<file path="config.mk">
export PLATFORM = sky130hd
export DESIGN_NAME = detector_jogada
export DESIGN_NICKNAME = d
export VERILOG_FILES = /design/src/rtl/sincronizador_botoes.sv /design/src/rtl/detector_jogada.sv
export SDC_FILE = /design/constraint.sdc
export NUM_CORES = 1
export LEC_CHECK = 0
export BUFFER_PORTS_ARGS = -buffer_cell sky130_fd_sc_hd__buf_2
export CELL_PAD_IN_SITES_DETAIL_PLACEMENT = 1
export CELL_PAD_IN_SITES_GLOBAL_PLACEMENT = 1
export CORE_UTILIZATION = 46
export CTS_BUF_LIST = sky130_fd_sc_hd__clkbuf_8 sky130_fd_sc_hd__clkbuf_16
export CTS_CLUSTER_DIAMETER = 80
export DETAILED_ROUTE_END_ITERATION = 10
export HOLD_SLACK_MARGIN = 0.1
export PLACE_DENSITY_LB_ADDON = 0.1
export SETUP_SLACK_MARGIN = 0.4
export SLEW_MARGIN = 40
export SYNTH_ARGS = -nofsm -noshare
export SYNTH_HDL_FRONTEND = slang
export SYNTH_HIERARCHICAL = 1
export SYNTH_SLANG_ARGS = --single-unit
</file>
<file path="constraint.sdc">
create_clock -name clock -period 2.9 [get_ports clock]
set_clock_uncertainty 0.05 [all_clocks]
set_input_delay 0.58 -clock clock [delete_from_list [all_inputs] [get_ports clock]]
set_output_delay 0.58 -clock clock [all_outputs]
set_load 0.05 [all_outputs]
</file>
<file path="src/rtl/sincronizador_botoes.sv">
// Two-flop synchronizer that brings the raw push-button vector into the clock domain.
// Both stages clear on reset so no stale press survives a reset.
module sincronizador_botoes (
  input  logic       clock,
  input  logic       reset,
  input  logic [3:0] botoes,
  output logic [3:0] sinc
);

  logic [3:0] meta_q;
  logic [3:0] meta_d;
  logic [3:0] sinc_q;
  logic [3:0] sinc_d;

  always_comb begin
    meta_d = botoes;
    sinc_d = meta_q;
  end

  always_ff @(posedge clock or posedge reset) begin
    if (reset) begin
      meta_q <= '0;
      sinc_q <= '0;
    end else begin
      meta_q <= meta_d;
      sinc_q <= sinc_d;
    end
  end

  assign sinc = sinc_q;

endmodule

</file>
<file path="src/rtl/detector_jogada.sv">
// Debounced single-press detector for four push-buttons; emits one jogada pulse per
// accepted one-hot press, or one multiplo pulse when several buttons were held together.
module detector_jogada #(
  parameter int DEBOUNCE_CYCLES = 50000
) (
  input  logic       clock,
  input  logic       reset,
  input  logic [3:0] botoes,
  input  logic       habilita,
  output logic       jogada,
  output logic [3:0] jogada_codigo,
  output logic       multiplo,
  output logic [2:0] db_estado
);

  // jogada and multiplo are one-cycle Moore pulses decoded from the state register:
  // the consumer samples them on the next rising edge; there is no back-pressure.
  localparam int CNT_W = (DEBOUNCE_CYCLES > 1) ? $clog2(DEBOUNCE_CYCLES) : 1;
  localparam logic [CNT_W-1:0] CNT_LAST = CNT_W'(DEBOUNCE_CYCLES - 1);

  typedef enum logic [2:0] {
    ESPERA        = 3'd0,
    FILTRA        = 3'd1,
    PULSO         = 3'd2,
    ERRO          = 3'd3,
    ESPERA_SOLTAR = 3'd4,
    FILTRA_SOLTAR = 3'd5
  } estado_t;

  logic [3:0]       sinc;
  estado_t          estado_q;
  estado_t          estado_d;
  logic [CNT_W-1:0] cnt_q;
  logic [CNT_W-1:0] cnt_d;
  logic [3:0]       capt_q;
  logic [3:0]       capt_d;
  logic [3:0]       codigo_q;
  logic [3:0]       codigo_d;

  sincronizador_botoes u_sinc (
    .clock  (clock),
    .reset  (reset),
    .botoes (botoes),
    .sinc   (sinc)
  );

  always_ff @(posedge clock or posedge reset) begin
    if (reset) begin
      estado_q <= ESPERA;
      cnt_q    <= '0;
      capt_q   <= '0;
      codigo_q <= '0;
    end else begin
      estado_q <= estado_d;
      cnt_q    <= cnt_d;
      capt_q   <= capt_d;
      codigo_q <= codigo_d;
    end
  end

  // The counter is either cleared on entry or the state is left at CNT_LAST, so it never wraps.
  always_comb begin
    estado_d = estado_q;
    cnt_d    = cnt_q;
    capt_d   = capt_q;
    codigo_d = codigo_q;
    case (estado_q)
      ESPERA: begin
        if (habilita && (sinc != 4'b0000)) begin
          estado_d = FILTRA;
          capt_d   = sinc;
          cnt_d    = '0;
        end
      end
      FILTRA: begin
        if (!habilita || (sinc != capt_q)) begin
          estado_d = ESPERA;
        end else if (cnt_q == CNT_LAST) begin
          if ($onehot(capt_q)) begin
            estado_d = PULSO;
            codigo_d = capt_q;
          end else begin
            estado_d = ERRO;
          end
        end else begin
          cnt_d = cnt_q + CNT_W'(1);
        end
      end
      PULSO:   estado_d = ESPERA_SOLTAR;
      ERRO:    estado_d = ESPERA_SOLTAR;
      ESPERA_SOLTAR: begin
        if (sinc == 4'b0000) begin
          estado_d = FILTRA_SOLTAR;
          cnt_d    = '0;
        end
      end
      FILTRA_SOLTAR: begin
        if (sinc != 4'b0000) begin
          estado_d = ESPERA_SOLTAR;
        end else if (cnt_q == CNT_LAST) begin
          estado_d = ESPERA;
        end else begin
          cnt_d = cnt_q + CNT_W'(1);
        end
      end
      default: estado_d = ESPERA;
    endcase
  end

  always_comb begin
    jogada        = (estado_q == PULSO);
    multiplo      = (estado_q == ERRO);
    db_estado     = estado_q;
    jogada_codigo = codigo_q;
  end

endmodule

</file>
After elaboration in Yosys (flattened, before gate mapping)
Cells that the tools add are included.
{ "op_classes": {"muxes": 14, "add_sub_neg": 4, "n_mul": 0, "n_eq_ne": 14, "bitwise_logic": 1, "shifts": 0, "reduce_logical": 12, "div_mod_pow": 0, "order_cmp": 0} }
{ "op_table": {"columns": ["operator", "count"], "rows": [
  ["16-bit two-way mux", 5],
  ["16-bit case mux with 4 select lines", 1],
  ["3-bit two-way mux", 6],
  ["16-bit by 1-bit adder with 16-bit output, second input constant", 1],
  ["16-bit equality test, second input constant", 1],
  ["3-bit case mux with 5 select lines", 1],
  ["2-bit inequality test, second input constant", 4],
  ["4-bit AND reduction", 2],
  ["4-bit nonzero test", 2],
  ["3-bit by 1-bit equality test with 1-bit output, second input constant", 2],
  ["3-bit by 2-bit equality test with 1-bit output, second input constant", 2],
  ["3-bit equality test, second input constant", 2],
  ["3-bit inequality test, second input constant", 2],
  ["5-bit AND reduction", 1],
  ["1-bit by 1-bit adder with 2-bit output", 2],
  ["4-bit logical NOT", 1],
  ["4-bit inequality test", 1],
  ["2-bit by 2-bit adder with 3-bit output", 1],
  ["3-bit logical NOT", 1],
  ["2-bit AND reduction", 1],
  ["2-bit OR reduction", 1],
  ["1-bit logical AND", 1],
  ["1-bit logical NOT", 1],
  ["1-bit logical OR", 1],
  ["2 further kinds", 2]
]} }
{ "word_totals": {"latch_bits": 0, "memories": 0, "word_cells": 51, "rom_bits": 0, "register_bits": 35, "out_inout_bits": 9, "ramBits": 0, "inputBits": 7} }

Depth between registers and ports, before layout
{ "logic_depth": {"depth_word": 7, "mapped_depth": 9, "depth_no_buf": 9} }

By module
Netlist, hierarchy kept.
{ "by_module_without_submodules": {"columns": ["mod", "seq_area_each_um2", "cells_per_inst", "area_each_um2", "instances"], "rows": [
  ["detector_jogada", 675.6, 162, 1627.8, 1],
  ["sincronizador_botoes", 200.2, 9, 203.9, 1]
]} }

Worst setup path before layout
No wires, ideal clock.
{ "synth_path": {"kind": "register -> register", "start": "register capt_q[0]", "end": "register codigo_q[0], in the netlist jogada_codigo[0]", "path_slack_ns": 0.432, "path_stages_with_launch": 10, "period_less_slack_ns": 2.468, "t_arrival_ns": 2.293, "t_required_ns": 2.725, "path_buffers": 0, "setup_ns": 0.125, "path_cell_list": "dfrtp_1 > inv_1 > fa_1 > inv_1 > ha_1 > ha_1 > nor2_1 > nand2_1 > or3_1 > mux2_2"} }
{ "synth_between": {"elab_chain_len": 4, "word_cells_on_any_way": 7, "cone_classes": "2 x add/sub; 2 x eq/ne; 1 x bitwise; 2 x reduce/logical"} }
{ "synth_rtl": {"columns": ["element", "line", "source"], "rows": [
  ["start, declared", "detector_jogada.sv:35", "logic [3:0] capt_q;"],
  ["start signal, assigned", "detector_jogada.sv:56", "capt_q <= capt_d;"],
  ["1-bit by 1-bit adder with 2-bit output (not written as such) or 4-bit inequality test (tied branches)", "detector_jogada.sv:79, detector_jogada.sv:76", null],
  ["2-bit by 2-bit adder with 3-bit output (not written as such) or 1-bit logical OR (tied branches)", "detector_jogada.sv:79, detector_jogada.sv:76", null],
  ["3-bit by 1-bit equality test with 1-bit output or 1-bit inverter (tied branches)", null, null],
  ["4-bit AND reduction (no line)", null, null],
  ["end signal, assigned", "detector_jogada.sv:57", "codigo_q <= codigo_d;"],
  ["end, declared", "detector_jogada.sv:37", "logic [3:0] codigo_q;"]
]} }
Parallel ways exist; a longest one is shown, timed or not.
A chain may end at the register's enable or synchronous reset.

Worst setup path in the final report
{ "layout_path": {"start": "register capt_q[3]", "end": "register codigo_q[0], in the netlist jogada_codigo[0]"} }
{ "layout_between": {"elab_chain_len": 4, "word_cells_on_any_way": 7, "cone_classes": "2 x add/sub; 2 x eq/ne; 1 x bitwise; 2 x reduce/logical"} }
{ "layout_rtl": {"columns": ["element", "line"], "rows": [
  ["1-bit by 1-bit adder with 2-bit output (not written as such) or 4-bit inequality test (tied branches)", "detector_jogada.sv:79, detector_jogada.sv:76"],
  ["2-bit by 2-bit adder with 3-bit output (not written as such) or 1-bit logical OR (tied branches)", "detector_jogada.sv:79, detector_jogada.sv:76"],
  ["3-bit by 1-bit equality test with 1-bit output or 1-bit inverter (tied branches)", null],
  ["4-bit AND reduction (no line) *", null]
]} }
Every way passes the cells marked *; elsewhere a longest branch is shown, timed or not.

==> qor.json <==
{
  "status": "completed",
  "final_routed_wirelength_um": 4590,
  "synth_edf_count": 0,
  "ys.warnings.count": 6,
  "antenna_violations_before_repair": 0,
  "reg2regPathDepth": 9,
  "ff2ff_setup_slack_ns": 0.45,
  "floorplan.rows": 22,
  "asyncSetResetFlopFracSynth_pct": 100,
  "worstPathRequired_ns": 3.04,
  "post_drt_via_cell_ratio": 5.87,
  "clock_sink_count": 35,
  "yosys_register_bits": 35,
  "core-area_um2": 3740,
  "total_leakage_power_uw": 0.000962,
  "crit_path_cell_trace": "inv_2 -> fa_1 -> inv_2 -> ha_4 -> ha_4 -> nor2_4 -> nand2_1 -> or3_4 -> mux2_4",
  "mappedNetlistArea_um2": 1830,
  "avgSynthCellArea_um2": 10.7,
  "grt_pass1_wl_um": 7410,
  "critical_path.reg2reg.startpoint": "capt_q[3]$_DFFE_PP0P_",
  "post_synth_main_area_contributors": "dfrtp_1, mux2_2, nor2_1, a221o_2, nand2_1",
  "grt_max_degree": 28,
  "critical_path.slowest_cell": "fa_1",
  "drv.max_cap_violation_count": 0,
  "gp_routability_congestion": 0.812,
  "clk_pin_slew_ns": 0.07,
  "crit_family": "adder cells",
  "cp.arrival_ns": 2.58,
  "vias": 1439,
  "floorplan.die.height_um": 65.1,
  "total_negative_setup_slacks_ns": 0,
  "drtAntennaViolNets": 0,
  "max-vdd-ir-drop_v": 0.000477,
  "cts-root-to-sink-buffers": 2,
  "ys_seq_area_share_pct": 47.8,
  "synthToLayoutAreaGrowth_pct": 18.3,
  "grt_overflow": 0,
  "route.detailed.wl_per_inst_um": 18.7,
  "die_area_um2": 4240,
  "syn_nets": 182,
  "first_global_vias": 1486,
  "report.final.slew_viol_count": 0,
  "final_min_period_over_clock_period_pct": 84.3,
  "timing.fmax_ghz": 0.409,
  "max_stage_delay_ns": 0.55,
  "netlist_instances": 171,
  "report.final.hold_viol_count": 0,
  "timing.hold.worst.class": "primary input to async pin",
  "synth_ff_type": "dfrtp_1",
  "timing.critical_path.fanout_max": 4,
  "cts_made_buffers": 5,
  "htree_num_levels": 2,
  "io_buffer_count": 15,
  "unrepaired_setup_endpoints_after_global_routing": "yes",
  "floorplan.die.width_um": 65.1,
  "synth_top_area_share_pct": 47.8,
  "power.density_cell_area_nw_per_um2": 568,
  "period_needed_ns": 2.45,
  "numPlacedInstances": 234,
  "finish.cell_count_without_fillers": 245,
  "relative_slew_slack_pct": 62.1,
  "global_route.usage.total_pct": 23.9,
  "detail_route.iter0.violations": 69,
  "num-fill-cells": 422,
  "start_kind": "register",
  "pin_count": 16,
  "initial_cell_density_of_the_core_pct": 48.9,
  "antenna_cells_inserted": 0,
  "clk_latency_ns": 0.30,
  "critPathKind": "register to register",
  "worst_tran_pin_value_ns": 0.561,
  "critical_path_buf_inv_count": 2,
  "synth_largest_area_cell": "dfrtp_1",
  "cts_hold_buffers": 0,
  "ys_types": 46,
  "final-setup-viol-count": 0,
  "regToRegEndpoint": "jogada_codigo[0]$_DFFE_PP0P_",
  "first_pass_iters": 4,
  "dp_hpwl_um": 3010,
  "clockRootBuffer": "clkbuf_8",
  "cts_tree": "built",
  "final_nets": 208,
  "drcViolationCount": 0,
  "worst_setup_path_end_kind": "register",
  "drive_above_1_share_pct": 34.5
}
## how the worst max path moves through the flow
stage / start / endpoint / slack, ns / depth (start not counted)
floorplan: capt_q[0]$_DFFE_PP0P_ / jogada_codigo[0]$_DFFE_PP0P_ / 0.43 / 9
global placement: capt_q[0]$_DFFE_PP0P_ / jogada_codigo[1]$_DFFE_PP0P_ / 0.37 / 9
detailed placement: capt_q[0]$_DFFE_PP0P_ / jogada_codigo[3]$_DFFE_PP0P_ / 0.28 / 9
CTS: capt_q[0]$_DFFE_PP0P_ / jogada_codigo[3]$_DFFE_PP0P_ / 0.42 / 9
global route: capt_q[3]$_DFFE_PP0P_ / jogada_codigo[0]$_DFFE_PP0P_ / 0.37 / 9
finish: capt_q[3]$_DFFE_PP0P_ / jogada_codigo[0]$_DFFE_PP0P_ / 0.45 / 9
## worst register-to-register path, delay by kind of cell (launching register included)
family                     cells  cell delay (ns)
muxes                          1             0.31
buffers and inverters          2             0.10
adders and majority gates      3             0.95
DFF                            1             0.38
and+or+nand+nor                3             0.55
## placed cells by master (no fill, tap or decap), types with 3 or more instances in the layout
| cell type | synthesis | layout |
|---|---|---|
| nand4_1 | 3 | 3 |
| or3_1 | 4 | 3 |
| a221o_1 | 4 | 4 |
| nand3_1 | 8 | 8 |
| dfrtp_1 | 35 | 35 |
| nor3_1 | 8 | 8 |
| o21ai_0 | 3 | 3 |
| xor2_1 | 5 | 5 |
| a22o_2 | 3 | 3 |
| inv_1 | 10 | 7 |
| nand2_1 | 16 | 16 |
| buf_2 | 1 | 15 |
| clkbuf_8 | 0 | 5 |
| nor2_1 | 18 | 17 |
| inv_2 | 0 | 3 |
| buf_4 | 1 | 7 |
| a221o_2 | 6 | 6 |
| mux2_2 | 9 | 8 |
## cell families after synthesis
group | Yosys count | share of synthesized area (%)
buffers and inverters | 13 | 3.35
AND/OR/NAND/NOR | 73 | 21.8
multiplexers | 9 | 5.53
AO/OA/AOI/OAI | 31 | 15.5
XOR/XNOR | 6 | 2.87
adder cells (fa/ha/maj) | 4 | 3.14
flip-flops | 35 | 47.8
## sequential cells by signal, indices dropped and copies added (netlist names)
signal         cells
u_sinc/meta_q      4
jogada_codigo      4
db_estado          3
capt_q             4
u_sinc/sinc        4
cnt_q             16
## layer usage
layer	track usage, %	share of wire, %	up-vias
met5	0	0	-
met4	6.79	0.83	0
met3	6.77	3.5	4
met2	41.9	53	25
met1	28.5	43	728
li1	-	-	682
## synth_stat cells, types with 2 or more instances
library cell / n
nand2_1: 16
nand4_1: 3
a221o_1: 4
or4_4: 2
inv_1: 10
and4bb_2: 2
o211ai_1: 2
a221o_2: 6
nand3_1: 8
xor2_1: 5
ha_1: 3
and3_1: 2
dfrtp_1: 35
mux2_2: 9
nor3_1: 8
nor2_1: 18
o21ai_0: 3
or3_1: 4
a22o_2: 3
a21oi_1: 2
## power breakdown
group	switching [µW]	internal [µW]	leakage (µW)	total, µW
Sequential	22.5	509	0.000460	531
Clock	181	251	0.0000502	432
Combinational	151	118	0.000452	269
Total	354	878	0.000962	1230
## through the flow
step           power, µW  util (%)  setup WS [ns]  hold WS, ns  cell area (µm²)
4_1_cts             1170      56.3          0.418        0.170             2110
5_1_grt             1290      57.9          0.374        0.185             2170
6_report            1230      57.9          0.454        0.162             2170
2_1_floorplan        667         -          0.432        0.281             1830
3_3_place_gp         698      52.5          0.373        0.284             1970
3_5_place_dp         711      52.7          0.276        0.289             1970
## final cells by class
type / count / area (µm²) / share of cell area (%)
clock inverters: 2 / 37.5 / 1.73
inverters: 10 / 37.5 / 1.73
multi-input cells: 123 / 960 / 44.3
flip-flops and latches: 35 / 876 / 40.4
clock buffers: 5 / 68.8 / 3.18
well taps: 48 / 60.1 / 2.77
repair buffers: 22 / 128 / 5.89
## timing repair
| action | in CTS | in global routing |
|---|---|---|
| pin swaps | 1 | 5 |
| setup endpoints to repair | 4 | 15 |
| setup buffers | 3 | 1 |
| gates resized for setup | 2 | 10 |
(Power assumes the default switching activity.)
